## config.mk

```make
export PLATFORM = sky130hd
export DESIGN_NAME = shift_sequencer
export DESIGN_NICKNAME = d
export VERILOG_FILES = /design/src/rtl/shift_sequencer.sv
export SDC_FILE = /design/constraint.sdc
export NUM_CORES = 1
export LEC_CHECK = 0
export ABC_AREA = 1
export CAP_MARGIN = 20
export CORE_MARGIN = 1.5
export CORE_UTILIZATION = 40
export CTS_BUF_LIST = sky130_fd_sc_hd__clkbuf_4 sky130_fd_sc_hd__clkbuf_8
export DETAILED_ROUTE_END_ITERATION = 16
export HOLD_SLACK_MARGIN = 0.05
export PLACE_DENSITY = 0.62
export SLEW_MARGIN = 0
export SYNTH_ARGS = -nofsm -noshare
export SYNTH_HDL_FRONTEND = slang
export SYNTH_SLANG_ARGS = --single-unit
```

## constraint.sdc

```tcl
create_clock -name clk -period 5.85 [get_ports clk]
set_input_delay 1.17 -clock clk [delete_from_list [all_inputs] [get_ports clk]]
set_output_delay 1.17 -clock clk [all_outputs]
set_load 0.02 [all_outputs]
```

## src/rtl/shift_sequencer.sv

```systemverilog
// Multi-cycle logarithmic shifter: one shamt bit applied per cycle, LSB first,
// with valid/ready handshakes on both the operation and result sides.
module shift_sequencer #(
    parameter  int N = 32,
    localparam int L = $clog2(N)
) (
    input  logic         clk,
    input  logic         rst,
    input  logic         in_valid,
    output logic         in_ready,
    input  logic [1:0]   in_op,
    input  logic [N-1:0] in_data,
    input  logic [L-1:0] in_shamt,
    output logic         out_valid,
    input  logic         out_ready,
    output logic [N-1:0] out_data
);

    typedef enum logic [1:0] {
        ST_IDLE  = 2'd0,
        ST_SHIFT = 2'd1,
        ST_DONE  = 2'd2
    } state_t;

    localparam logic [1:0]   OP_SLL     = 2'b00;
    localparam logic [1:0]   OP_SRL     = 2'b01;
    localparam logic [1:0]   OP_SRA     = 2'b11;
    localparam logic [L-1:0] LAST_STAGE = L[L-1:0] - 1'b1;

    state_t         state_r;
    logic [N-1:0]   data_r;
    logic [1:0]     op_r;
    logic [L-1:0]   shamt_r;
    logic           fill_r;
    logic [L-1:0]   cnt_r;
    logic           in_ready_r;
    logic           out_valid_r;
    logic [N-1:0]   stage_data_s;

    // One stage: shift by 2^k in the latched direction; the reserved op holds.
    function automatic logic [N-1:0] shift_stage(input logic [N-1:0] d,
                                                 input logic [1:0]   op,
                                                 input logic         fill,
                                                 input logic [L-1:0] k);
        logic [2*N-1:0] ext;
        logic [N-1:0]   res;
        int unsigned    amt;
        amt = 32'd1 << k;
        ext = {{N{fill}}, d} >> amt;
        case (op)
            OP_SLL:  res = d << amt;
            OP_SRL:  res = d >> amt;
            OP_SRA:  res = ext[N-1:0];
            default: res = d;
        endcase
        return res;
    endfunction

    // Next working-register value for the current stage.
    always_comb begin
        stage_data_s = data_r;
        if (shamt_r[cnt_r]) begin
            stage_data_s = shift_stage(data_r, op_r, fill_r, cnt_r);
        end else begin
            stage_data_s = data_r;
        end
    end

    // Control FSM, working register and registered handshake outputs.
    always_ff @(posedge clk) begin
        if (rst) begin
            state_r     <= ST_IDLE;
            data_r      <= '0;
            op_r        <= 2'b00;
            shamt_r     <= '0;
            fill_r      <= 1'b0;
            cnt_r       <= '0;
            in_ready_r  <= 1'b1;
            out_valid_r <= 1'b0;
        end else begin
            case (state_r)
                ST_IDLE: begin
                    if (in_valid) begin
                        data_r     <= in_data;
                        op_r       <= in_op;
                        shamt_r    <= in_shamt;
                        fill_r     <= in_data[N-1];
                        cnt_r      <= '0;
                        in_ready_r <= 1'b0;
                        state_r    <= ST_SHIFT;
                    end
                end
                ST_SHIFT: begin
                    data_r <= stage_data_s;
                    cnt_r  <= cnt_r + 1'b1;
                    if (cnt_r == LAST_STAGE) begin
                        out_valid_r <= 1'b1;
                        state_r     <= ST_DONE;
                    end
                end
                ST_DONE: begin
                    if (out_ready) begin
                        out_valid_r <= 1'b0;
                        in_ready_r  <= 1'b1;
                        state_r     <= ST_IDLE;
                    end
                end
                default: begin
                    state_r     <= ST_IDLE;
                    in_ready_r  <= 1'b1;
                    out_valid_r <= 1'b0;
                end
            endcase
        end
    end

    assign in_ready  = in_ready_r;
    assign out_valid = out_valid_r;
    assign out_data  = data_r;

endmodule

```

Word level (Yosys, flattened, before mapping)
Index checks and enable logic that the tools add are counted.
Operators by class
  add/sub/neg operators: 1
  order comparisons: 1
  eq/ne operators: 10
  shifts and indexed selects: 4
  muxes and demuxes: 18
  bitwise gates (word level): 2
  reduce and logical (&&, ||, !) cells: 9
Operator list (count)
  $pmux 32 s3: 1
  $mux 32: 2
  $pmux 32 s2: 1
  $shr 64x32->32: 1
  $shl 1x5->32 const A: 1
  $shl 32x32->32: 1
  $shr 32x32->32: 1
  $pmux 5 s2: 1
  $reduce_and 3->1: 3
  $ne 2x2->1 const B: 4
  $mux 2: 3
  $pmux 1 s3: 2
  $pmux 2 s3: 1
  $add 5x1->5 const B: 1
  $eq 5x3->1 const B: 1
  $lt 5x4->1 const B: 1
  $mux 1: 5
  $mux 5: 1
  $eq 2x1->1 const B: 2
  $eq 2x2->1 const B: 2
  $logic_not 2->1: 2
  $ne 4x1->1 const B: 1
  $reduce_and 2->1: 2
  $reduce_and 4->1: 1
  other kinds (3): 4
Word-level totals
  register bits after elaboration: 49
  bits of input ports: 43
  output and inout bits: 34

Logic depth before layout (Yosys ltp)
Gate-level depths: netlist (run 1).
  depth in word-level cells: 5
  mapped depth: 21

Least setup slack after synthesis (run 1)
OpenSTA, ideal clock, no wires.
  path type: register -> register
  start point: register cnt_r[0]
  end point: register data_r[12] (netlist: out_data[12])
  data arrival time: 2.247 ns
  slack: 3.533 ns
  stages on the path, launching flop included: 18
  buffers on the path: 2
  clock period less this slack: 2.317 ns
  cell sequence: dfxtp_1 > inv_1 > ha_1 > inv_1 > nand2_1 > nand3_1 > buf_2 > buf_1 > nand4_1 > nand2_1 > nand2_1 > nand2_1 > nand2_1 > nand2_1 > nand2_1 > nand3_1 > nand3_1 > a21oi_1
Between the ends
  cells in the longest elaborated chain, start to end: 5
RTL lines
  start, declared: line 35  | logic [L-1:0] cnt_r;
  start signal, assigned: line 95  | cnt_r <= cnt_r + 1'b1;
  $shl 1x5->32: line 48  | amt = 32'd1 << k;
  $shr 64x32->32 (tied with other cells): line 49  | ext = {{N{fill}}, d} >> amt;
  $pmux 32 s3: line 50  | case (op)
  $mux 32: line 62  | if (shamt_r[cnt_r]) begin
  $pmux 32 s2: line 81  | case (state_r)
  end signal, assigned: line 84  | data_r <= in_data;
  end signal, assigned: line 94  | data_r <= stage_data_s;
  end, declared: line 31  | logic [N-1:0] data_r;
Parallel ways exist; a longest one is shown, timed or not. The select of a mux whose other input is x is not followed.
A chain may end at the register's enable or synchronous reset.

Worst setup path in the final report (run 1)
  start point: register cnt_r[1]
  end point: register data_r[21] (netlist: out_data[21])
Same word-level chain as after synthesis.

==> results.ini, run 1 <==
[status]
status=finished, final reports clean

[clock_tree]
clock_latency_ps=350
cts_made_buffers=5
clock_tree.buffer_depth=2
cts.sinks=49
cts_root_buffer=clkbuf_8
ctsHoldBuffers=0
cts_resized=0
htreeDepth=2
path_clk_slew_ps=110
post_cts_buffers=0
cts_tree=built

[layout]
final_area_sq_um=7278
syn_to_final_growth_pct=13.52
antennaDiodeCount=0
multiInputGateArea_sq_um=4780
final_cells=1466
drive_above_1_share=0.04240
seqCellArea_sq_um=980.9
fillers=1832
num-nets-final=1298

[synth]
yosysSeqAreaShare=0.1530
netlist_instances=1237
yosys-top-cells-count=nand2_1, nand3_1, nor2_1, a21oi_1, inv_1
async_reset_ff_frac=0
synth_area_leader_cell=nand3_1
avgSynthCellArea_sq_um=5.183
synth_fp_nets=1286
yosysMostFrequentCell=nand2_1
synth_top_area_frac=0.2763
yosys_warnings=0
ys.flop_type=dfxtp_1
synth.cell_area_sq_um=6411
synth_area_leaders=nand3_1, nand2_1, dfxtp_1
synth_enable_flop_cells=0
ys_seq_elements=49
synthDistinctLibCells=38

[die]
core_sq_um=15770
ios=77
dieArea_sq_um=16800
rows=46
start_util=0.4065
die_h_um=129.6
dieWidth_um=129.6

[place]
gp_congestion=1.091
placed_cell_area_sq_um=7176
portBuffers=76
dp_cells=1458
dp_hpwl_mm=22.08

[power]
pwr_density_cell_nw_per_um2=225.1
leakage_uw=0.003470
ir_worst_vdd_mv=0.1106
power.total_uw=1638

[grt]
grt_max_degree=65
grt_pass1_vias=7886
antenna_found_initial=0
grt_pass1_wl_mm=46.00
grt.total_usage=0.3623
gr-total-overflow=0

[timing]
final.setup_skew_ps=20.89
finalCritPeriodShare=0.6492
max_freq_mhz=263.3
worst_pin_slew_ps=1134
whs_ps=460.4
fin_setup_tns_ps=0
hold_viol=0
rsz0062_at_grt=false
finalCriticalPeriod_ps=3798
finalMaxSlewViolations=0
slew-limit-headroom=0.2435
setup_violations=0

[critical_path]
crit_path_start_kind=flip-flop
reg2reg_slack_ps=2050
crit_path_end_kind=flip-flop
required_ps=6130
worstPathArrival_ps=4080
path_max_fanout=40
path_class=flip-flop to flip-flop
timing.rr.end=out_data[21]$_SDFFE_PP0P_
rr_worst_depth=15
reg2reg_from=cnt_r[1]$_SDFFE_PP0P_

[route]
wl_per_cell_um=20.87
routed_wl_mm=30.59
antenna_left=0
vias=9122
drtIter0Drc=1552
dr.pass1.iters=7
via_per_inst=6.222
drc=0

[min_path]
hp-class=flip-flop to flip-flop
holdCritStartpoint=out_valid$_SDFFE_PP0P_
hold_depth=2
min_to=out_valid$_SDFFE_PP0P_

[flow_run]
drv_cap=0

==> registers in the layout, indices dropped and copies added, names as in the netlist <==
signal	count
out_valid	1
out_data	32
op_r	2
shamt_r	5
fill_r	1
state_r	2
in_ready	1
cnt_r	5
==> worst max-delay path, stage by stage, from the launching register on <==
cell and delay, ps:
dfxtp_1 460, inv_1 130, ha_1 350, inv_2 140, nand2_1 80, nand3_2 690, nand2_1 230, inv_2 140
nand2_2 80, nand2_1 90, nand2_1 100, nor2_1 740, nand2_1 240, nand2_1 120, nor2_1 50, nor2_1 80
==> cell usage in the layout, fill, tap and decap left out, types with 5 or more instances in the layout <==
cell type,Yosys,final
a21oi_1,63,63
buf_4,4,14
nand4_1,51,51
nand3_1,354,351
o21ai_0,40,40
nand2_1,395,395
inv_2,10,10
ha_1,6,6
clkdlybuf4s50_1,0,76
inv_1,63,63
clkbuf_8,0,5
nor2_2,3,5
dfxtp_1,49,49
nor2_1,90,87
==> area by class of cell <==
cell class,instances,area share
Multi-Input combinational cell,1029,0.6567
Sequential cell,49,0.1348
Timing Repair Buffer,90,0.1190
Inverter,74,0.03834
Tap cell,216,0.03713
Clock buffer,5,0.009455
Clock inverter,3,0.004642
==> kinds of logic after synthesis <==
kind of cell	Yosys count	synth area share
DFF	49	0.1530
AOI/OAI and AO/OA	118	0.1005
and+or+nand+nor	905	0.6290
adders and majority gates	6	0.01171
buffers and inverters	159	0.1058
==> how the worst max path moves through the flow <==
stage	startpoint	to	slack, ps	cells past startpoint
2_1_floorplan	cnt_r[0]$_SDFFE_PP0P_	out_data[12]$_SDFFE_PP0P_	3530	17
6_report	cnt_r[1]$_SDFFE_PP0P_	out_data[21]$_SDFFE_PP0P_	2050	15
5_1_grt	cnt_r[0]$_SDFFE_PP0P_	out_data[16]$_SDFFE_PP0P_	1850	18
3_5_place_dp	in_valid	out_data[31]$_SDFFE_PP0P_	2170	12
4_1_cts	cnt_r[0]$_SDFFE_PP0P_	out_data[28]$_SDFFE_PP0P_	2250	16
3_3_place_gp	in_valid	out_data[31]$_SDFFE_PP0P_	2290	12
==> report_power, final <==
part / internal [uW] / switching [uW]
registers: 372 / 75.8
clock network: 89.8 / 156
logic: 308 / 637
==> metrics by stage <==
step	worst slack, ps	util
6_report	2052	0.4615
3_3_place_gp	2292	0.4550
3_5_place_dp	2168	0.4550
4_1_cts	2247	0.4615
5_1_grt	1850	0.4615
2_1_floorplan	3533	-
==> metal layers <==
layer  GRT usage  part of all wire  up-vias
met5           0                 0        -
met4      0.1758             0.061        0
met3     0.07225              0.13      126
met2      0.5170              0.40      711
met1      0.5160              0.41     4085
li1            -                 -     4200
No activity file was read; power rests on OpenSTA's default activity.
==> run 2: changes to the inputs <==
==> constraint.sdc (replaced) <==
create_clock -name clk -period 3.7 [get_ports clk]
set_input_delay 0.74 -clock clk [delete_from_list [all_inputs] [get_ports clk]]
set_output_delay 0.74 -clock clk [all_outputs]
set_load 0.02 [all_outputs]
==> run 2 against run 1 <==
Register-to-register slack worse by 1600 ps. Global-route usage is 4.4 points higher. Sequential share of layout area is 0.36 points lower. Routed wire length is 12% higher. Design area is 2.8% higher. Combinational power is 66% higher. Count of clock-buffer cells in the layout stayed put. Clock skew is 7.4 ps lower. Core utilization is 1.3 points higher.
==> results.ini, run 2 (synthesized netlist as in run 1, its figures left out) <==
[route]
via_per_inst=6.170  ; -0.83%
drtIter0Drc=1538  ; -0.90%
wl_per_cell_um=23.02  ; +10%
dr.pass1.iters=6  ; -1
drc=0  ; unchanged
vias=9157  ; +0.38%
antenna_left=0  ; unchanged
routed_wl_mm=34.16  ; +12%

[power]
swShare=0.5229  ; -0.007261
p_clk_frac=0.162  ; +0.012
leakage_uw=0.003589  ; +3.4%
netSwitchingPower_uw=1423  ; +64%
comb_power_share=0.576  ; about the same
ir_worst_vdd_mv=0.2063  ; +87%
seq_power_share=0.262  ; -0.011
pwr_density_cell_nw_per_um2=363.9  ; +62%
internal_power_uw=1299  ; +69%

[clock_tree]
path_clk_slew_ps=110  ; about the same
clock_latency_ps=340  ; about the same
htreeDepth=2  ; unchanged
clock_tree.buffer_depth=2  ; unchanged
cts_resized=0  ; unchanged
post_cts_buffers=0  ; unchanged
ctsHoldBuffers=0  ; unchanged
cts_root_buffer=clkbuf_8
cts_made_buffers=5  ; unchanged
cts.sinks=49  ; unchanged
cts_tree=built

[layout]
largest_reg_flops=32  ; unchanged
syn_to_final_growth_pct=16.67
drive_above_1_share=0.05599  ; +0.01359
most-common-layout-cells=nand2_1, nand3_1, nor2_1, clkdlybuf4s50_1
finish.utilization=0.4743  ; +0.01277
final_area_sq_um=7480  ; +2.8%
num-nets-final=1316  ; +1.4%
mostFrequentLayoutCell=nand2_1
antennaDiodeCount=0  ; unchanged

[grt]
grt_max_degree=70  ; +7.7%
grt_pass1_vias=8042  ; +2.0%
grt.total_usage=0.4059  ; +0.04358
antenna_found_initial=0  ; unchanged
grt_pass1_wl_mm=50.45  ; +9.7%
gr-total-overflow=0  ; unchanged

[place]
portBuffers=76  ; unchanged
dp_hpwl_mm=25.94  ; +17%
gp_congestion=1.063  ; -2.5%
placed_cell_area_sq_um=7361  ; +2.6%

[die]
rows=46  ; unchanged
dieWidth_um=129.6  ; unchanged
core_sq_um=15770  ; unchanged
start_util=0.4065  ; unchanged
dieArea_sq_um=16800  ; unchanged
die_h_um=129.6  ; unchanged
ios=77  ; unchanged

[timing]
final.setup_skew_ps=13.49  ; -7.401 ps
max_freq_mhz=310.7  ; +18%
rsz0062_at_grt=false
finalMaxSlewViolations=0  ; unchanged
fin_setup_tns_ps=0  ; unchanged
finalCritPeriodShare=0.8698  ; +0.2206
setup_violations=0  ; unchanged
hold_viol=0  ; unchanged
worst_pin_slew_ps=765.9  ; -367.7 ps
finalCriticalPeriod_ps=3218  ; -579.6 ps
slew-limit-headroom=0.4885  ; +0.2450

[min_path]
hp-class=flip-flop to flip-flop

[critical_path]
crit_path_start_kind=flip-flop
path_class=flip-flop to flip-flop
path_common_cell=nand2_1
reg2reg_slack_ps=480  ; -1570 ps
required_ps=3970  ; -2160 ps
path_max_fanout=69  ; +73%
critPathSlowestCell=a211oi_2
path_cells=inv_1, ha_1, inv_1, nand2_1, nand2_1, nor2_1, nor2_4, buf_12, nand2_1, inv_2, a21oi_2, a211oi_2, nand3_1, a21oi_1
worstPathArrival_ps=3490  ; -590 ps
crit_path_end_kind=flip-flop
cpPeakStageDelay_ps=650  ; -90 ps

[flow_run]
drv_cap=0  ; unchanged

[status]
status=finished, final reports clean

run 2: cell count changes in the layout (fill, tap and decap cells not counted), sizes merged:
cell,delta
inv,+1
bufinv,+1
clkinv,-2
buf,+18
run 2: per-layer routing:
metal	routed length, um	global-route usage	vias to the layer above	part of all wire
li1	-	-	4236	-
met1	14410	0.5701	4178	0.42
met2	14240	0.5966	638	0.42
met3	3809	0.08216	105	0.11
met4	1701	0.1784	0	0.050
met5	0	0	-	0
run 2: worst paths after layout:
kind                                       startpoint                   endpoint  depth (start not counted)
worst max-delay path            cnt_r[0]$_SDFFE_PP0P_  out_data[11]$_SDFFE_PP0P_                         14
worst min-delay path              fill_r$_SDFFE_PP0P_        fill_r$_SDFFE_PP0P_                          2
worst max register to register  cnt_r[0]$_SDFFE_PP0P_  out_data[11]$_SDFFE_PP0P_                         14
worst min register to register    fill_r$_SDFFE_PP0P_        fill_r$_SDFFE_PP0P_                          2
run 2: worst max-delay path: cells and delay by family (launching register included):
| family | cells | cell delay [ps] |
|---|---|---|
| AOI/OAI and AO/OA | 3 | 940 |
| and+or+nand+nor | 6 | 750 |
| buffers and inverters | 4 | 670 |
| DFF | 1 | 500 |
| adders and majority gates | 1 | 280 |
run 2: cell type report:
cell class | instances | area [sq um]
clock buffer | 5 | 68.82
clock inverter | 3 | 50.05
fill | 1849 | 8290
inverter | 74 | 279.0
multi-input combinational | 1029 | 4780
sequential | 49 | 980.9
tap | 216 | 270.3
timing repair buffer | 108 | 1051
run 2: stage by stage:
stage	hold WS (ps)	cells	total power, uW	worst slack (ps)
2_1_floorplan	430.3	1237	1629	1383
3_5_place_dp	448.3	1476	2226	615.2
6_report	463.6	1484	2722	481.8
5_1_grt	484.0	1484	2870	297.3
4_1_cts	465.5	1484	2665	575.6
3_3_place_gp	442.3	1476	2242	706.7
run 2: power groups by stage:
stage | registers, uW | logic [uW] | clock network, uW
finish | 714 | 1570 | 441
global route | 713 | 1690 | 462
CTS | 706 | 1520 | 443
detailed placement | 717 | 1510 | 0
floorplan | 712 | 917 | 0
global placement | 722 | 1520 | 0
==> run 3: changes to the inputs <==
--- a/config.mk
+++ b/config.mk
@@ -7,7 +7,7 @@
 export LEC_CHECK = 0
 export ABC_AREA = 1
 export CAP_MARGIN = 20
-export CORE_MARGIN = 1.5
+export CORE_MARGIN = 2
 export CORE_UTILIZATION = 40
 export CTS_BUF_LIST = sky130_fd_sc_hd__clkbuf_4 sky130_fd_sc_hd__clkbuf_8
 export DETAILED_ROUTE_END_ITERATION = 16
==> run 3 against run 2 <==
Cell count rose by 0.13%. Hold slack improved by 0.86 ps. Sequential cell count did not move. Critical path depth did not move. Die area rose by 1.5%. Largest cell class unchanged.
==> results.ini, run 3 (synthesized netlist as in run 1, its figures left out) <==
[status]
status=finished, final reports clean

[die]
rows=46  ; unchanged
dieWidth_um=130.6  ; +0.77%
ios=77  ; unchanged
core_sq_um=15770  ; unchanged
start_util=0.4065  ; unchanged
dieArea_sq_um=17060  ; +1.5%
die_h_um=130.6  ; +0.77%

[power]
leakage_uw=0.003580  ; -0.24%
seq_power_share=0.273  ; +0.011
p_clk_frac=0.147  ; -0.015
pwr_density_cell_nw_per_um2=353.4  ; -2.9%
netSwitchingPower_uw=1404  ; -1.3%
ir_worst_vdd_mv=0.1701  ; -18%
internal_power_uw=1234  ; -4.9%
swShare=0.5321  ; +0.009258
comb_power_share=0.581  ; +0.005

[min_path]
hp-class=flip-flop to flip-flop

[clock_tree]
cts_made_buffers=5  ; unchanged
cts_resized=0  ; unchanged
ctsHoldBuffers=0  ; unchanged
htreeDepth=2  ; unchanged
cts.sinks=49  ; unchanged
cts_root_buffer=clkbuf_8
clock_latency_ps=350  ; about the same
cts_tree=built
path_clk_slew_ps=120  ; about the same
clock_tree.buffer_depth=2  ; unchanged
post_cts_buffers=0  ; unchanged

[timing]
finalCritPeriodShare=0.8944  ; +0.02458
whs_ps=464.5  ; +0.8630 ps
rsz0062_at_grt=false
fin_setup_tns_ps=0  ; unchanged
final.setup_skew_ps=14.30  ; +0.8185 ps
max_freq_mhz=302.2  ; -2.7%
slew-limit-headroom=0.4255  ; -0.06297
worst_pin_slew_ps=860.8  ; +94.91 ps
finalMaxSlewViolations=0  ; unchanged
finalCriticalPeriod_ps=3309  ; +90.96 ps
setup_violations=0  ; unchanged
hold_viol=0  ; unchanged

[critical_path]
setup.worst_path.end=out_data[11]$_SDFFE_PP0P_
path_max_fanout=69  ; unchanged
timing.rr.end=out_data[11]$_SDFFE_PP0P_
worstPathArrival_ps=3580  ; +90 ps
rr_worst_depth=14  ; unchanged
required_ps=3970  ; about the same
crit_path_end_kind=flip-flop
reg2reg_from=cnt_r[0]$_SDFFE_PP0P_
path_class=flip-flop to flip-flop
reg2reg_slack_ps=390  ; -90 ps
crit_start=cnt_r[0]$_SDFFE_PP0P_
crit_path_start_kind=flip-flop

[place]
portBuffers=76  ; unchanged
gp_congestion=1.076  ; +1.2%
dp_hpwl_mm=24.64  ; -5.0%

[layout]
antennaDiodeCount=0  ; unchanged
drive_above_1_share=0.05748  ; +0.001487
largest_reg_flops=32  ; unchanged
most-common-layout-cells=nand2_1, nand3_1, nor2_1, clkdlybuf4s50_1
seqCellArea_sq_um=980.9  ; unchanged
multiInputGateArea_sq_um=4780  ; unchanged
num-nets-final=1318  ; +0.15%
fillers=1840  ; -0.49%
finish.utilization=0.4734  ; -0.0008730
mostFrequentLayoutCell=nand2_1
syn_to_final_growth_pct=16.45

[route]
routed_wl_mm=32.23  ; -5.6%
via_per_inst=6.117  ; -0.87%
dr.pass1.iters=7  ; +1
drc=0  ; unchanged
wl_per_cell_um=21.69  ; -5.8%
vias=9090  ; -0.73%
antenna_left=0  ; unchanged
drtIter0Drc=1453  ; -5.5%

[grt]
grt_pass1_wl_mm=48.50  ; -3.9%
grt_pass1_vias=8002  ; -0.50%
antenna_found_initial=0  ; unchanged
gr-total-overflow=0  ; unchanged
grt.total_usage=0.3798  ; -0.02603
grt_max_degree=70  ; unchanged

[flow_run]
drv_cap=0  ; unchanged

[run 3: cell count changes in the layout (fill, tap and decap cells not counted), sizes merged]
cell,previous run,this run
buf,32,34
clkinv,2,4
bufinv,1,0
inv,74,73
[run 3: metrics by stage]
stage          instances  instance area, sq um  power (uW)  setup WS (ps)
4_1_cts             1486                  7466        2583          493.6
2_1_floorplan       1237                  6411        1629           1383
5_1_grt             1486                  7466        2805          123.7
3_3_place_gp        1478                  7363        2209          524.9
6_report            1486                  7466        2638          390.8
3_5_place_dp        1478                  7363        2199          522.3
[run 3: routing by layer]
| layer | up-vias | GRT usage | part of all wire |
|---|---|---|---|
| met5 | - | 0 | 0 |
| met4 | 0 | 0.1239 | 0.041 |
| met3 | 104 | 0.09365 | 0.12 |
| met2 | 629 | 0.5634 | 0.42 |
| met1 | 4109 | 0.5391 | 0.42 |
| li1 | 4248 | - | - |
[run 3: critical path, stage by stage (launching register included)]
cell and delay [ps]:
dfxtp_1 490, inv_1 150, ha_1 280, inv_1 140, nand2_1 100, nand2_1 80
nor2_1 70, nor2_4 100, buf_12 280, nand2_1 150, inv_2 130, a21oi_2 100
a211oi_2 610, nand3_1 340, a21oi_1 210
[run 3: layout make-up]
type / instances / area share
Multi-Input combinational cell: 1029 / 0.6402
Timing Repair Buffer: 110 / 0.1411
Sequential cell: 49 / 0.1314
Inverter: 74 / 0.03737
Tap cell: 216 / 0.03620
Clock buffer: 5 / 0.009217
Clock inverter: 3 / 0.004525
[run 3: worst min path at each step]
stage / from / endpoint / slack, ps / cells past startpoint
after floorplan: fill_r$_SDFFE_PP0P_ / fill_r$_SDFFE_PP0P_ / 430 / 2
after global placement: fill_r$_SDFFE_PP0P_ / fill_r$_SDFFE_PP0P_ / 440 / 2
after detailed placement: out_valid$_SDFFE_PP0P_ / out_valid$_SDFFE_PP0P_ / 440 / 2
after CTS: out_valid$_SDFFE_PP0P_ / out_valid$_SDFFE_PP0P_ / 470 / 2
after global routing: fill_r$_SDFFE_PP0P_ / fill_r$_SDFFE_PP0P_ / 480 / 2
final: fill_r$_SDFFE_PP0P_ / fill_r$_SDFFE_PP0P_ / 460 / 2
[run 3: power groups by stage]
stage,Sequential (uW),Combinational (uW),Clock [uW]
floorplan,712,917,0
global placement,720,1490,0
detailed placement,717,1480,0
CTS,705,1490,391
global route,717,1680,410
finish,720,1530,387
